File: config.mk
export PLATFORM = sky130hd
export DESIGN_NAME = if_fetch_unit
export DESIGN_NICKNAME = d
export VERILOG_FILES = /design/src/rtl/rv_pipe_pkg.sv /design/src/rtl/if_fetch_unit.sv
export SDC_FILE = /design/constraint.sdc
export NUM_CORES = 1
export LEC_CHECK = 0
export ABC_AREA = 1
export BUFFER_PORTS_ARGS = -buffer_cell sky130_fd_sc_hd__buf_4
export CORE_MARGIN = 2
export CORE_UTILIZATION = 30
export DETAILED_ROUTE_END_ITERATION = 16
export HOLD_SLACK_MARGIN = 0.12
export SKIP_CTS_REPAIR_TIMING = 1
export SYNTH_ARGS = -nofsm -noshare
export SYNTH_HDL_FRONTEND = slang
export SYNTH_SLANG_ARGS = --single-unit
File: constraint.sdc
create_clock -name clk -period 1.6 [get_ports clk]
set_input_delay 0.16 -clock clk [delete_from_list [all_inputs] [get_ports clk]]
set_output_delay 0.16 -clock clk [all_outputs]
set_load 0.1 [all_outputs]
File: src/rtl/rv_pipe_pkg.sv
// Shared pipeline definitions: fetch-stage state encoding and fetch constants.
package rv_pipe_pkg;

    typedef enum logic [2:0] {
        ST_IDLE = 3'd0,
        ST_REQ  = 3'd1,
        ST_WAIT = 3'd2,
        ST_HOLD = 3'd3,
        ST_DROP = 3'd4
    } fetch_state_t;

    localparam logic [31:0] NOP_INSTR = 32'h0000_0013;
    localparam int unsigned PC_STEP   = 4;

endpackage

File: src/rtl/if_fetch_unit.sv
// Instruction-fetch stage: owns the PC, issues one imem request at a time and
// registers each response into the IF/ID-facing fetch_* outputs.
module if_fetch_unit #(
    parameter int            N         = 32,
    parameter logic [N-1:0]  RESET_PC  = '0,
    parameter logic [N-1:0]  NOP_INSTR = rv_pipe_pkg::NOP_INSTR
) (
    input  logic         clk,
    input  logic         rst_n,
    input  logic         stall,
    input  logic         redirect_valid,
    input  logic [N-1:0] redirect_pc,
    output logic         imem_req_valid,
    input  logic         imem_req_ready,
    output logic [N-1:0] imem_req_addr,
    input  logic         imem_rsp_valid,
    input  logic [N-1:0] imem_rsp_data,
    output logic         fetch_valid,
    output logic [N-1:0] fetch_pc,
    output logic [N-1:0] fetch_instr,
    output logic         flush_out
);
    import rv_pipe_pkg::*;

    // state | meaning
    // IDLE  | first cycle after reset, nothing issued yet
    // REQ   | request presented at pc_q, waiting for req_ready
    // WAIT  | request accepted, waiting for its response
    // HOLD  | response parked in hold buffer while decode stalls
    // DROP  | redirected with a request in flight; discard its response

    localparam logic [N-1:0] PC_INC  = N'(PC_STEP);
    localparam logic [N-1:0] PC_MASK = {{(N-2){1'b1}}, 2'b00};

    fetch_state_t state;
    logic [N-1:0] pc_q;
    logic [N-1:0] req_pc;
    logic [N-1:0] hold_pc;
    logic [N-1:0] hold_instr;
    logic         handshake;

    assign imem_req_valid = (state == ST_REQ);
    assign imem_req_addr  = pc_q;
    assign handshake      = imem_req_valid & imem_req_ready;

    always_ff @(posedge clk or negedge rst_n) begin
        if (!rst_n) begin
            state       <= ST_IDLE;
            pc_q        <= RESET_PC;
            req_pc      <= '0;
            hold_pc     <= '0;
            hold_instr  <= NOP_INSTR;
            fetch_valid <= 1'b0;
            fetch_pc    <= '0;
            fetch_instr <= NOP_INSTR;
            flush_out   <= 1'b0;
        end else begin
            flush_out <= 1'b0;
            if (redirect_valid && state != ST_IDLE) begin
                // Redirect beats stall: the IF/ID slot is squashed regardless.
                flush_out   <= 1'b1;
                pc_q        <= redirect_pc & PC_MASK;
                fetch_valid <= 1'b0;
                fetch_instr <= NOP_INSTR;
                hold_pc     <= '0;
                hold_instr  <= NOP_INSTR;
                case (state)
                    ST_WAIT, ST_DROP: state <= imem_rsp_valid ? ST_REQ : ST_DROP;
                    ST_REQ:           state <= handshake ? ST_DROP : ST_REQ;
                    default:          state <= ST_REQ;
                endcase
            end else begin
                case (state)
                    ST_IDLE: begin
                        state <= ST_REQ;
                        if (!stall) begin
                            fetch_valid <= 1'b0;
                            fetch_instr <= NOP_INSTR;
                        end
                    end
                    ST_REQ: begin
                        if (handshake) begin
                            req_pc <= pc_q;
                            pc_q   <= pc_q + PC_INC;
                            state  <= ST_WAIT;
                        end
                        if (!stall) begin
                            fetch_valid <= 1'b0;
                            fetch_instr <= NOP_INSTR;
                        end
                    end
                    ST_WAIT: begin
                        if (imem_rsp_valid) begin
                            if (stall) begin
                                hold_pc    <= req_pc;
                                hold_instr <= imem_rsp_data;
                                state      <= ST_HOLD;
                            end else begin
                                fetch_valid <= 1'b1;
                                fetch_pc    <= req_pc;
                                fetch_instr <= imem_rsp_data;
                                state       <= ST_REQ;
                            end
                        end else if (!stall) begin
                            fetch_valid <= 1'b0;
                            fetch_instr <= NOP_INSTR;
                        end
                    end
                    ST_HOLD: begin
                        if (!stall) begin
                            fetch_valid <= 1'b1;
                            fetch_pc    <= hold_pc;
                            fetch_instr <= hold_instr;
                            state       <= ST_REQ;
                        end
                    end
                    ST_DROP: begin
                        if (imem_rsp_valid) begin
                            state <= ST_REQ;
                        end
                        if (!stall) begin
                            fetch_valid <= 1'b0;
                            fetch_instr <= NOP_INSTR;
                        end
                    end
                    default: state <= ST_IDLE;
                endcase
            end
        end
    end

endmodule

# After elaboration in Yosys (flattened, before gate mapping)
# Index checks and enable logic that the tools add are counted.
[totals] mem_bits_ro=0 ff_bits=197 input_bits=70 latch_bits=0 mem_count=0 out_inout_bits=99 mem_bits_rw=0 wordCells=79
[op_classes] mul=0 n_shift=0 n_mux=37 order_cmp=0 bitwise_logic=2 eq_ne=12 addsub=1 n_reduce_logical=18 n_div=0
[op_table] cell="$mux W32" n=19
[op_table] cell="$pmux W32 S3" n=1
[op_table] cell="$pmux W32 S2" n=1
[op_table] cell="$add A32 B3 Y32 const B" n=1
[op_table] cell="$mux W3" n=7
[op_table] cell="$pmux W3 S5" n=1
[op_table] cell="$reduce_bool A2 Y1" n=6
[op_table] cell="$ne A3 B3 Y1 const B" n=3
[op_table] cell="$reduce_and A3 Y1" n=3
[op_table] cell="$eq A3 B2 Y1 const B" n=2
[op_table] cell="$ne A2 B2 Y1 const B" n=3
[op_table] cell="$pmux W3 S2" n=1
[op_table] cell="$mux W1" n=5
[op_table] cell="$reduce_and A5 Y1" n=1
[op_table] cell="$ne A4 B4 Y1 const B" n=1
[op_table] cell="$reduce_and A4 Y1" n=1
[op_table] cell="$reduce_bool A4 Y1" n=1
[op_table] cell="$eq A3 B1 Y1 const B" n=1
[op_table] cell="$eq A3 B3 Y1 const B" n=1
[op_table] cell="$logic_not A3 Y1" n=1
[op_table] cell="$ne A3 B1 Y1 const B" n=1
[op_table] cell="$pmux W1 S3" n=1
[op_table] cell="$reduce_bool A3 Y1" n=1
[op_table] cell="$reduce_or A3 Y1" n=1
[op_table] cell="other kinds (6)" n=6

# Depth between registers and ports, before layout
[logic_depth] ltp_word=5 depth_mapped=12 ltp_nobuf=11

# Worst setup path before layout
# OpenSTA, ideal clock, no wires.
[synth_path] path_type="reg2reg" start="register pc_q[3] (netlist: imem_req_addr[3])" end="register pc_q[26] (netlist: imem_req_addr[26])" stages_incl_launch_ff=9 setup_time_ns=0.130 path_slack_ns=-0.700 path_buffers=0 arrival_ns=2.170 synth_period_minus_slack_ns=2.300 required_time_ns=1.470 cell_sequence="dfrtp_1 -> ha_1 -> nand2_1 -> nor2_1 -> nand3_1 -> nor2_1 -> nand2_1 -> nand3_1 -> nand3_1"
[synth_via] elab_chain_cells=4
[synth_rtl] element="from (decl)" line_no="if_fetch_unit.sv:36" text="logic [N-1:0] pc_q;"
[synth_rtl] element="from (signal assigned)" line_no="if_fetch_unit.sv:62" text="pc_q <= redirect_pc & PC_MASK;"
[synth_rtl] element="from (signal assigned)" line_no="if_fetch_unit.sv:84" text="pc_q <= pc_q + PC_INC;"
[synth_rtl] element="$add A32 B3 Y32" line_no="if_fetch_unit.sv:84"
[synth_rtl] element="$mux W32" line_no="if_fetch_unit.sv:82" text="if (handshake) begin"
[synth_rtl] element="$mux W32" line_no="if_fetch_unit.sv:73" text="case (state)"
[synth_rtl] element="$mux W32" line_no="if_fetch_unit.sv:59" text="if (redirect_valid && state != ST_IDLE) begin"
# No other way between the ends. The select of a mux whose other input is x is not followed.
# A chain may end at the register's enable or synchronous reset.

# Worst setup path in the final report
[layout_path] start="register state[0]" end="register fetch_pc[23]"
[layout_via] elab_chain_cells=4 elab_cells_between_ends=11 cone_classes="eq/ne (5); mux (1); bitwise (1); reduce/logical (4)"
[layout_rtl] element="from (decl)" line_no="if_fetch_unit.sv:35" text="fetch_state_t state;"
[layout_rtl] element="from (signal assigned)" line_no="if_fetch_unit.sv:68" text="ST_WAIT, ST_DROP: state <= imem_rsp_valid ? ST_REQ : ST_DROP;"
[layout_rtl] element="from (signal assigned)" line_no="if_fetch_unit.sv:69" text="ST_REQ: state <= handshake ? ST_DROP : ST_REQ;"
[layout_rtl] element="parallel branches: the longest is 4 deep, another holds $reduce_and A5 Y1"
[layout_rtl] element="to (signal assigned)" line_no="if_fetch_unit.sv:100" text="fetch_pc <= req_pc;"
[layout_rtl] element="to (signal assigned)" line_no="if_fetch_unit.sv:112" text="fetch_pc <= hold_pc;"
[layout_rtl] element="to (decl)" line_no="if_fetch_unit.sv:19" text="output logic [N-1:0] fetch_pc,"
# Several ways; the timed one is not identified.

==> flow_summary.yaml <==
logic_synthesis:
  avgSynthCellArea_sq_um: 7.714
  synth_xor_area_share_pct: 0.6308
  synth_edf_count: 0
  synthMuxAreaShare_pct: 0
  async_flop_share_pct: 100.0
  synthAdderAreaFrac_pct: 0.1287
  ys_warn_count: 0
  netlist_area_sq_mm: 0.009719
  synthSimpleGateAreaFrac_pct: 27.64
  yosysTopAreaCell: "dfrtp_1"
  netlist_instances: 1260
  ys_types: 32
  yosys-top-cells-area: "dfrtp_1 48%, nand2_1 17%, o21ai_0 5.4%"
  synth_top_family_by_area: "simple AND/OR/NAND/NOR gates"
  synth_seq_area_share_pct: 49.25
  synth_top_cell_area_share_pct: 47.63
  synth-seq-cells: 191
  ys_dominant_reg_cell: "dfrtp_1"
  synth_compound_area_share_pct: 14.13
drt:
  vias: 9744
  drc: 0
  wl_microns: 31980
  drtAntennaViolNets: 0
  wl_per_cell_microns: 16.37
  drt_iter0_drc: 745
  routed_via_density: 4.989
  drt_pre_antenna_iters: 5
pwr:
  power_density_mw_per_mm2: 2294
  power_mw: 32.83
  leakage_nw: 6.684
  ir_drop_mv: 2.262
worst_setup_path:
  crit_chain: "buf_6 > nand2_8 > nor2_4 > nand2_2 > nand2_2 > nor2_4 > buf_12 > clkbuf_16 > nor2_1 > a21oi_1"
  cp.required_ns: 1.97
  critical-path-max-stage-delay_ns: 0.45
  critPathCaptureType: "flip-flop"
  crit_family: "simple AND/OR/NAND/NOR gates"
  slowest_stage: "dfrtp_2"
  cp_num_buf_inv: 3
  reg2reg_depth: 10
  cp_num_cells: 10
  critical_path_class: "reg -> reg"
  r2r_slack_ns: -0.04
  r2r-end: "fetch_pc[23]"
  r2r-start: "state[0]"
  worstPathArrival_ns: 2.01
  worst_setup_path_start_kind: "flip-flop"
  crit_fanout: 7
  crit_start: "state[0]"
global_routing:
  grt_pass1_vias: 8785
  grt_remaining_overflow: 0
  antenna_found_initial: 1
  grtUsageTotal_pct: 17.61
  grt_first_pass_wirelength_microns: 47140
  grt_start_max_net_pins: 55
floorplanning:
  die-area_sq_mm: 0.03385
  rows: 65
  coreArea_sq_mm: 0.03172
  die_h_microns: 184.0
  die_w_microns: 184.0
  io_pins: 169
  start_util_pct: 30.64
worst_hold_path:
  hold_start: "redirect_pc[28]"
  whs_path_depth: 5
  hold_end: "imem_req_addr[28]"
  hp-class: "in -> reg"
sta:
  whs_ns: 0.09146
  period_minus_slack_ns: 1.642
  fmax_ghz: 0.6091
  rsz0062_at_grt: "yes"
  final-setup-viol-count: 11
  slew_violations: 0
  finalWorstSetupSlack_ns: -0.04164
  timing_hold_violations_final: 0
  tns_ns: -0.1919
  clock_skew_ns: 0.01823
  timing.final.crit_share_pct: 102.6
finish:
  final_cell_mix: "370 x nand2_1, 221 x buf_4, 162 x dfrtp_1"
  finalNetCount: 1608
  layout_commonest_cell: "nand2_1"
  final_util_pct: 45.12
  layout-drive-gt1-share_pct: 30.32
  syn_to_final_growth_pct: 47.26
outcome:
  status: "finished, violations left"
  violations: "negative setup slack"
placement:
  place_hpwl_microns: 21030
  dp_slack_ns: -0.1105
  port_buffers: 164
  gp_congestion: 0.9488
clock_network:
  cts_tree: "built"
  path_clk_slew_ns: 0.08
  cts_max_level: 4
  cts_root_buf: "clkbuf_16"
  cts_inserted_buffers: 17
  clk_latency_ns: 0.46
  cts_num_sinks: 191
  clock_tree.buffer_depth: 2
run:
  max-cap-violations: 0
==> layout make-up <==
type | instances | area [sq um]
clock inverter | 15 | 190.2
antenna | 1 | 2.502
multi-input combinational | 891 | 4792
timing repair buffer | 330 | 3148
clock buffer | 17 | 425.4
fill | 3056 | 17410
tap | 402 | 503.0
inverter | 106 | 430.4
sequential | 191 | 4821
==> report_power, final <==
part | switching [mW] | internal, mW
combinational | 14.4 | 5.93
clock | 2.25 | 2.14
sequential | 1.53 | 6.61
==> cell usage after synthesis, drive strengths merged, types with 12 or more instances <==
cell	count
nand3b	12
o211ai	64
nand4	41
dfrtp	185
buf	51
inv	106
nand3	43
clkbuf	23
a21oi	52
nor2	107
nand2	436
o21ai	104
==> metal layers <==
metal / up-vias / share of wire, % / track usage (%) / wire (microns)
met5: - / 0.050 / 0 / 16
met4: 2 / 1.9 / 5.600 / 605
met3: 44 / 6.2 / 3.288 / 1973
met2: 331 / 47 / 27.76 / 15010
met1: 4685 / 45 / 24.43 / 14380
li1: 4682 / - / - / -
==> worst register-to-register path, delay by kind of cell (launching register included) <==
kind,cells,cell delay (ns)
compound gates,1,0.11
buf+inv,3,0.47
flops,1,0.45
simple gates,6,0.54
==> sequential cells by signal, indices dropped and copies added (netlist names) <==
signal	flops
fetch_instr	32
req_pc	30
fetch_pc	31
hold_pc	31
fetch_valid	1
imem_req_addr	30
state	3
hold_instr	32
flush_out	1
==> logic make-up after synthesis <==
logic type	count (synthesis)
AND/OR/NAND/NOR	644
AO/OA/AOI/OAI	236
flip-flops	191
buffers and inverters	180
XOR/XNOR	7
adder cells (fa/ha/maj)	1
other	1
==> worst max-delay path by stage <==
stage                         to  slack [ns]
2_1_floorplan  imem_req_addr[26]       -0.27
3_3_place_gp   imem_req_addr[25]       -0.09
3_5_place_dp   imem_req_addr[25]       -0.11
4_1_cts           imem_req_valid       -0.23
5_1_grt             fetch_pc[27]       -0.11
6_report            fetch_pc[23]       -0.04
==> through the flow <==
stage / area, sq um / std cells
2_1_floorplan: 9802 / 1261
3_3_place_gp: 11970 / 1831
3_5_place_dp: 11970 / 1831
4_1_cts: 12590 / 1863
5_1_grt: 14310 / 1952
6_report: 14310 / 1953
(Power assumes the default switching activity.)
